===== src/rtl/logo_scroll_ctrl_pkg.sv =====
// logo_scroll_ctrl_pkg: shared coordinate constants and controller state encodings.
// Revision 1.0
`default_nettype none

package logo_scroll_ctrl_pkg;

  localparam int COORD_W = 11;
  localparam int LOGO_X0 = 500;
  localparam int LOGO_Y0 = 550;
  localparam int HOLD_W  = 8;

  typedef enum logic [2:0] {
    ST_IDLE   = 3'd0,
    ST_MOVE_R = 3'd1,
    ST_HOLD_R = 3'd2,
    ST_MOVE_L = 3'd3,
    ST_HOLD_L = 3'd4
  } state_t;

  function automatic logic is_active(input state_t s);
    return s != ST_IDLE;
  endfunction

endpackage

`default_nettype wire


===== src/rtl/vga_frame_tick.sv =====
// vga_frame_tick: registered one-cycle pulse at the start of each vsync pulse.
// Revision 1.0
`default_nettype none

module vga_frame_tick #(
  parameter bit VS_ACTIVE_LOW = 1'b1
) (
  input  logic clk,
  input  logic rst,
  input  logic vsync,
  output logic frame_tick
);

  localparam logic VS_IDLE = VS_ACTIVE_LOW ? 1'b1 : 1'b0;

  logic vs_hist;
  logic boundary;

  // Idle level in the previous cycle, sync level now.
  always_comb boundary = (vs_hist == VS_IDLE) && (vsync != VS_IDLE);

  always_ff @(posedge clk) begin
    if (rst) begin
      vs_hist    <= VS_IDLE;
      frame_tick <= 1'b0;
    end else begin
      vs_hist    <= vsync;
      frame_tick <= boundary;
    end
  end

endmodule

`default_nettype wire


===== src/rtl/logo_scroll_ctrl.sv =====
// logo_scroll_ctrl: per-frame bouncing horizontal offset for the logo painters.
// Revision 1.0
`default_nettype none

module logo_scroll_ctrl
  import logo_scroll_ctrl_pkg::*;
#(
  parameter int DELT_MAX      = 200,
  parameter int STEP          = 2,
  parameter int HOLD_FRAMES   = 60,
  parameter bit VS_ACTIVE_LOW = 1'b1
) (
  input  logic               clk,
  input  logic               rst,
  input  logic               vsync,
  input  logic               start,
  input  logic               stop,
  output logic [COORD_W-1:0] delt,
  output logic               running,
  output logic               frame_tick
);

  localparam logic [COORD_W:0]   MAX_EXT   = (COORD_W+1)'(DELT_MAX);
  localparam logic [COORD_W:0]   STEP_EXT  = (COORD_W+1)'(STEP);
  localparam logic [COORD_W-1:0] MAX_D     = COORD_W'(DELT_MAX);
  localparam logic [COORD_W-1:0] STEP_D    = COORD_W'(STEP);
  localparam logic [HOLD_W-1:0]  HOLD_LAST = HOLD_W'(HOLD_FRAMES - 1);

  state_t              state, state_n;
  logic [COORD_W-1:0]  delt_n;
  logic                dir, dir_n;
  logic [HOLD_W-1:0]   hold_cnt, hold_cnt_n;
  logic [COORD_W:0]    sum_r;

  vga_frame_tick #(
    .VS_ACTIVE_LOW (VS_ACTIVE_LOW)
  ) u_frame_tick (
    .clk        (clk),
    .rst        (rst),
    .vsync      (vsync),
    .frame_tick (frame_tick)
  );

  always_ff @(posedge clk) begin
    if (rst) begin
      state    <= ST_IDLE;
      delt     <= '0;
      dir      <= 1'b0;
      hold_cnt <= '0;
      running  <= 1'b0;
    end else begin
      state    <= state_n;
      delt     <= delt_n;
      dir      <= dir_n;
      hold_cnt <= hold_cnt_n;
      running  <= is_active(state_n);
    end
  end

  always_comb begin
    state_n    = state;
    delt_n     = delt;
    dir_n      = dir;
    hold_cnt_n = hold_cnt;
    sum_r      = {1'b0, delt} + STEP_EXT;

    if (state == ST_IDLE) begin
      if (start && !stop) begin
        state_n    = dir ? ST_MOVE_L : ST_MOVE_R;
        hold_cnt_n = '0;
      end
    end else if (stop) begin
      // Clearing the counter makes a resumed hold serve its full dwell.
      state_n    = ST_IDLE;
      hold_cnt_n = '0;
    end else if (frame_tick) begin
      unique case (state)
        ST_MOVE_R: begin
          if (sum_r >= MAX_EXT) begin
            delt_n     = MAX_D;
            hold_cnt_n = '0;
            state_n    = ST_HOLD_R;
          end else begin
            delt_n = sum_r[COORD_W-1:0];
          end
        end
        ST_HOLD_R: begin
          if (hold_cnt == HOLD_LAST) begin
            state_n    = ST_MOVE_L;
            dir_n      = 1'b1;
            hold_cnt_n = '0;
          end else begin
            hold_cnt_n = hold_cnt + 1'b1;
          end
        end
        ST_MOVE_L: begin
          if ({1'b0, delt} <= STEP_EXT) begin
            delt_n     = '0;
            hold_cnt_n = '0;
            state_n    = ST_HOLD_L;
          end else begin
            delt_n = delt - STEP_D;
          end
        end
        ST_HOLD_L: begin
          if (hold_cnt == HOLD_LAST) begin
            state_n    = ST_MOVE_R;
            dir_n      = 1'b0;
            hold_cnt_n = '0;
          end else begin
            hold_cnt_n = hold_cnt + 1'b1;
          end
        end
        default: begin
          state_n    = ST_IDLE;
          hold_cnt_n = '0;
        end
      endcase
    end
  end

endmodule

`default_nettype wire


===== config.mk =====
export PLATFORM = sky130hd
export DESIGN_NAME = logo_scroll_ctrl
export DESIGN_NICKNAME = d
export VERILOG_FILES = /design/src/rtl/logo_scroll_ctrl_pkg.sv /design/src/rtl/vga_frame_tick.sv /design/src/rtl/logo_scroll_ctrl.sv
export SDC_FILE = /design/constraint.sdc
export NUM_CORES = 1
export LEC_CHECK = 0
export ABC_AREA = 1
export ABC_CLOCK_PERIOD_IN_PS = 5000
export CORE_UTILIZATION = 60
export CTS_CLUSTER_SIZE = 24
export DETAILED_ROUTE_END_ITERATION = 7
export PLACE_DENSITY = 0.94
export SYNTH_ARGS = -nofsm -noshare
export SYNTH_HDL_FRONTEND = slang
export SYNTH_SLANG_ARGS = --single-unit

===== constraint.sdc =====
create_clock -name clk -period 5 [get_ports clk]
set_input_delay 0.75 -clock clk [delete_from_list [all_inputs] [get_ports clk]]
set_output_delay 0.75 -clock clk [all_outputs]
set_load 0.02 [all_outputs]

* Word-level counts from Yosys, hierarchy flattened
Index checks and enable logic that the tools add are counted.
** Storage, ports and cells
- Output and inout port bits :: 13
- Input bits :: 5
- Logic and storage cells :: 61
- Bits in registers :: 26
- Memory bits (writable) :: 0
- ROM bits :: 0
- Memories kept :: 0
- Latch bits :: 0
** Operators by class
- Add/subtract/negate cells :: 3
- Divide/modulo/power cells :: 0
- Equality and inequality tests :: 10
- Reductions and logical operators :: 12
- Multiplexer cells :: 24
- Shift operators :: 0
- Order comparisons :: 2
- Bitwise logic cells :: 3
- Multiply operators :: 0
** Operators with widths (number)
- 8-bit two-way mux :: 7
- 3-bit two-way mux :: 8
- 8-bit one-hot mux with 3 select lines :: 1
- 11-bit two-way mux :: 2
- 11-bit one-hot mux with 2 select lines :: 1
- 11-bit by 2-bit adder with 12-bit output (second input constant) :: 1
- 12-bit by 8-bit >= comparator with 1-bit output (second input constant) :: 1
- 3-bit one-hot mux with 4 select lines :: 1
- 11-bit by 2-bit less-or-equal comparator with 1-bit output (second input constant) :: 1
- 11-bit by 2-bit subtractor with 11-bit output (second input constant) :: 1
- 8-bit by 1-bit adder with 8-bit output (second input constant) :: 1
- 8-bit by 6-bit == test with 1-bit output (second input constant) :: 1
- 4-bit inequality test (second input constant) :: 2
- 4-bit AND reduction :: 2
- 3-bit by 2-bit == test with 1-bit output (second input constant) :: 2
- 6-bit AND reduction :: 1
- 3-bit nonzero test :: 2
- 2-bit inequality test (second input constant) :: 2
- 2-bit nonzero test :: 2
- 3-bit by 1-bit == test with 1-bit output (second input constant) :: 1
- 3-bit == test (second input constant) :: 1
- 3-bit logical NOT :: 1
- 1-bit inverter :: 3
- 1-bit logical AND :: 2
- 6 further kinds :: 7

* Longest topological paths before layout
- Depth in word-level cells :: 8
- Gate-level depth with buffers :: 15
- Gate-level depth less buffers :: 15

* Hierarchy
A second synthesis with hierarchy kept.
** Second synthesis, totals
- Cells, all modules :: 315
- Area total of the unflattened synthesis :: 1921.8 sq um
** By module, submodules not included
- logo_scroll_ctrl :: cells each 309, times used 1, area an instance 1864.3 sq um, seq. area each 460.4 sq um
- vga_frame_tick :: cells each 6, times used 1, area an instance 57.6 sq um, seq. area each 40.0 sq um

* Worst setup path after synthesis
OpenSTA, ideal clock, no wires.
- Path type :: reg2reg
- Start point :: reg delt[2]
- End point :: reg hold_cnt[2]
- Required time :: 4869 ps
- Data arrival time :: 1813 ps
- Path buffers :: 1
- Stages on the path, launching flop included :: 14
- Library setup time :: 131 ps
- Slack :: 3056 ps
- Period minus slack after synthesis :: 1944 ps
- Cell sequence :: dfxtp_1 > ha_1 > nand3_1 > inv_1 > nand3_1 > nand2_1 > nand2_2 > nor2_4 > nand4_4 > nand3_2 > buf_6 > nand2_1 > nand2_1 > nor2_1
** Between the ends
- Word-level cells in the longest chain between the ends :: 4
- Elaborated cells between the ends (all ways) :: 6
- Classes of those cells :: add/sub (1); order compare (2); eq/ne (2); reduce/logical (1)
** RTL lines
- start: declaration :: RTL line logo_scroll_ctrl.sv:18 : output logic [COORD_W-1:0] delt,
- start signal: assignment :: RTL line logo_scroll_ctrl.sv:53 : delt <= delt_n;
- 11-bit by 2-bit adder with 12-bit output :: RTL line logo_scroll_ctrl.sv:65 : sum_r = {1'b0, delt} + STEP_EXT;
- 12-bit by 8-bit >= comparator with 1-bit output :: RTL line logo_scroll_ctrl.sv:79 : if (sum_r >= MAX_EXT) begin
- 4-bit inequality test (no line)
- 4-bit AND reduction (no line) *
- end signal: assignment :: RTL line logo_scroll_ctrl.sv:55 : hold_cnt <= hold_cnt_n;
- end: declaration :: RTL line logo_scroll_ctrl.sv:32 : logic [HOLD_W-1:0] hold_cnt, hold_cnt_n;
Mark *: on every way between the ends. The rest lies on a longest branch, timed or not.
A chain may end at the register's enable or synchronous reset.

* Worst setup path after layout
- Start point :: reg delt[1]
- End point :: reg hold_cnt[2]
Same word-level chain as after synthesis.

==> results.ini <==
[outcome]
status=finished clean

[global_route]
grt_max_degree=16
grt_pass1_wl_um=7650
met2_usage_pct=46.1
grt_pass1_vias=1735
grt_use_met3_pct=5.13
met1_usage_pct=38.6
grt.busiest_layer=met2
grt_util_all_layers_pct=29.0
antenna_found_initial=0
grt_overflow=0

[drt]
wl_per_cell_um=12.7
via_per_inst=5.55
ant_nets=0
vias=1966
drt_iter0_drc=116
drtPass1Iterations=4
route.detailed.drc=0
routed_wl_um=4480

[clock_tree]
clock-sinks=25
clk_latency_ns=0.33
cts_setup_buffers=0
cts-resized-gates=0
htreeDepth=1
cts_hold_buf=0
cts_inserted_buffers=3
cts_tree=done
clk_pin_slew_ns=0.14
clockBufferDepth=2
root_buffer=clkbuf_4

[logic_synthesis]
synth-compound-area-share_pct=11.7
synth_top_family_by_area=simple AND/OR/NAND/NOR gates
ys_ff_latch=25
ys_seq_area_share_pct=26.5
yosysWarnings=0
synthXorXnorAreaFrac_pct=3.24
syn-num-nets=308
synth.distinct_cells=30
syn-cell-area_um2=1890
netlist_instances=299
synth_simple_gate_area_share_pct=44.1
avgSynthCellArea_um2=6.33
yosysTopAreaCellShare_pct=26.5
synth_top_cell_by_area=dfxtp_1
synth.area.mux_share_pct=0
synth_fa_ha_area_share_pct=2.65
synth_area_leaders=dfxtp_1, nand2_1, inv_1

[cells_and_area]
seq_area_um2=500
drive_gt1_share_pct=12.6
instances_no_fill=354
multi_input_area_um2=1170
final_util_pct=68.4
fin_nets=320
areaGrowthSynthToFinish_pct=9.52
nFillCells=274
num_antenna_cells=0

[placement]
portBuffers=16
dp.cells=350
place_congestion=0.919
place_hpwl_um=3410
place_ws_ns=2.54

[critical_path]
critical_path_arrival_ns=2.70
slowest_stage=nor2_1
r2r_setup_slack_ns=2.52
end_kind=flop
path_class=reg2reg
crit_path_max_incr_delay_ns=0.52
path_cells=inv_1, ha_1, o21ai_0, nor3b_2, nor2_1, nand2_2, nand3_2, nand2_1, nand2_1, nor2_1
worstSetupStartpointType=flop
crit_fanout=11
crit_required_ns=5.22

[flow_run]
cap_violations=0

[timing]
rsz0062_at_grt=false
clock_skew_ns=0.00663
maxSlewHeadroom_pct=55.1
final.setup.worst_slack_ns=2.52
finalSetupViolCount=0
worst_pin_slew_ns=0.671
slew_viol_final=0
setup_tns_ns=0
holdWs_ns=0.427
period_share_pct=49.7
hold_violations=0
fmax_mhz=403
min_period_ns=2.48

[die]
die_w_um=58.2
initial_core_util_pct=62.5
dieArea_um2=3380
io_pins=18
core_area_um2=3030
fp-row-count=20
dieHeight_um=58.2

[power_and_ir_drop]
p_leak_nw=0.882
powerDensity_nw_per_um2=166
vdd_drop_max_mv=0.189

[worst_hold_path]
min_path_type=reg2reg

==> cells by family after synthesis <==
family	after synthesis
AND/OR/NAND/NOR	171
buffers and inverters	51
AO/OA/AOI/OAI	40
flip-flops	25
XOR/XNOR	7
adder cells (fa/ha/maj)	4
other	1
==> layer usage <==
| metal | share of wire [%] | routed length (um) | vias to the layer above |
|---|---|---|---|
| li1 | - | - | 977 |
| met1 | 45 | 2000 | 885 |
| met2 | 46 | 2070 | 94 |
| met3 | 7.4 | 333 | 10 |
| met4 | 1.9 | 86 | 0 |
| met5 | 0 | 0 | - |
==> synth_stat cells <==
master,count
a21oi_1,13
a21oi_2,3
a31oi_1,5
a41oi_1,1
buf_2,2
buf_4,5
buf_6,1
clkbuf_1,1
conb_1,1
dfxtp_1,25
ha_1,4
inv_1,40
inv_2,2
nand2_1,68
nand2_2,13
nand3_1,23
nand3_2,3
nand4_1,9
nand4_4,1
nor2_1,28
nor2_2,6
nor2_4,2
nor3_1,10
nor3_2,1
nor3b_2,1
o21ai_0,17
o21ai_1,1
or2_1,3
or2_2,3
xor2_1,7
==> sequential cells by signal, summed over array words and instances (netlist names) <==
signal                   flops
u_frame_tick.frame_tick      1
running                      1
hold_cnt                     8
u_frame_tick.vs_hist         1
state                        3
dir                          1
delt                        10
==> per-stage QoR <==
stage / total power (W) / instance area (um^2)
6_report: 0.000345 / 2070
5_1_grt: 0.000358 / 2070
4_1_cts: 0.000347 / 2070
3_5_place_dp: 0.000256 / 2040
3_3_place_gp: 0.000255 / 2040
2_1_floorplan: 0.000246 / 1890
==> final cells by class <==
class	count	area share, %
Clock buffer	3	1.09
Multi-Input combinational cell	223	56.5
Tap cell	44	2.66
Sequential cell	25	24.2
Clock inverter	1	0.242
Timing Repair Buffer	16	7.73
Inverter	42	7.61
==> final timing paths <==
check / from / end / cells past startpoint
min reg2reg: u_frame_tick.vs_hist / u_frame_tick.frame_tick / 2
max reg2reg: delt[1] / hold_cnt[2] / 10
max: delt[1] / hold_cnt[2] / 10
min: u_frame_tick.vs_hist / u_frame_tick.frame_tick / 2
==> worst max-delay path: cells and delay by family, from the launching register on <==
| family | cells | cell delay (ns) |
|---|---|---|
| buffers and inverters | 1 | 0.13 |
| DFF | 1 | 0.46 |
| AOI/OAI and AO/OA | 1 | 0.23 |
| adders and majority gates | 1 | 0.25 |
| and+or+nand+nor | 7 | 1.31 |
==> placed cells by master, fill, tap and decap left out <==
cell type / Yosys / routed
or2_2: 3 / 3
ha_1: 4 / 4
o21ai_0: 17 / 17
xor2_1: 7 / 7
clkdlybuf4s50_1: 0 / 16
o21ai_1: 1 / 1
inv_2: 2 / 2
a31oi_1: 5 / 5
clkbuf_4: 0 / 3
or2_1: 3 / 3
nor2_2: 6 / 6
nor3b_2: 1 / 1
a21oi_1: 13 / 13
nand2_1: 68 / 68
nand3_1: 23 / 23
nand3_2: 3 / 3
nor2_1: 28 / 28
conb_1: 1 / 1
nor2_4: 2 / 2
nor3_2: 1 / 1
nand2_2: 13 / 13
nand4_4: 1 / 1
clkinv_2: 0 / 1
a21oi_2: 3 / 3
dfxtp_1: 25 / 25
nor3_1: 10 / 10
a41oi_1: 1 / 1
inv_1: 40 / 40
nand4_1: 9 / 9
==> where the power goes <==
group          internal (W)  switching, W  leakage, nW
combinational     0.0000150     0.0000277        0.661
clock             0.0000301     0.0000627       0.0177
sequential         0.000205    0.00000478        0.203
total              0.000250     0.0000951        0.882
Power figures use the tool's default switching activity.
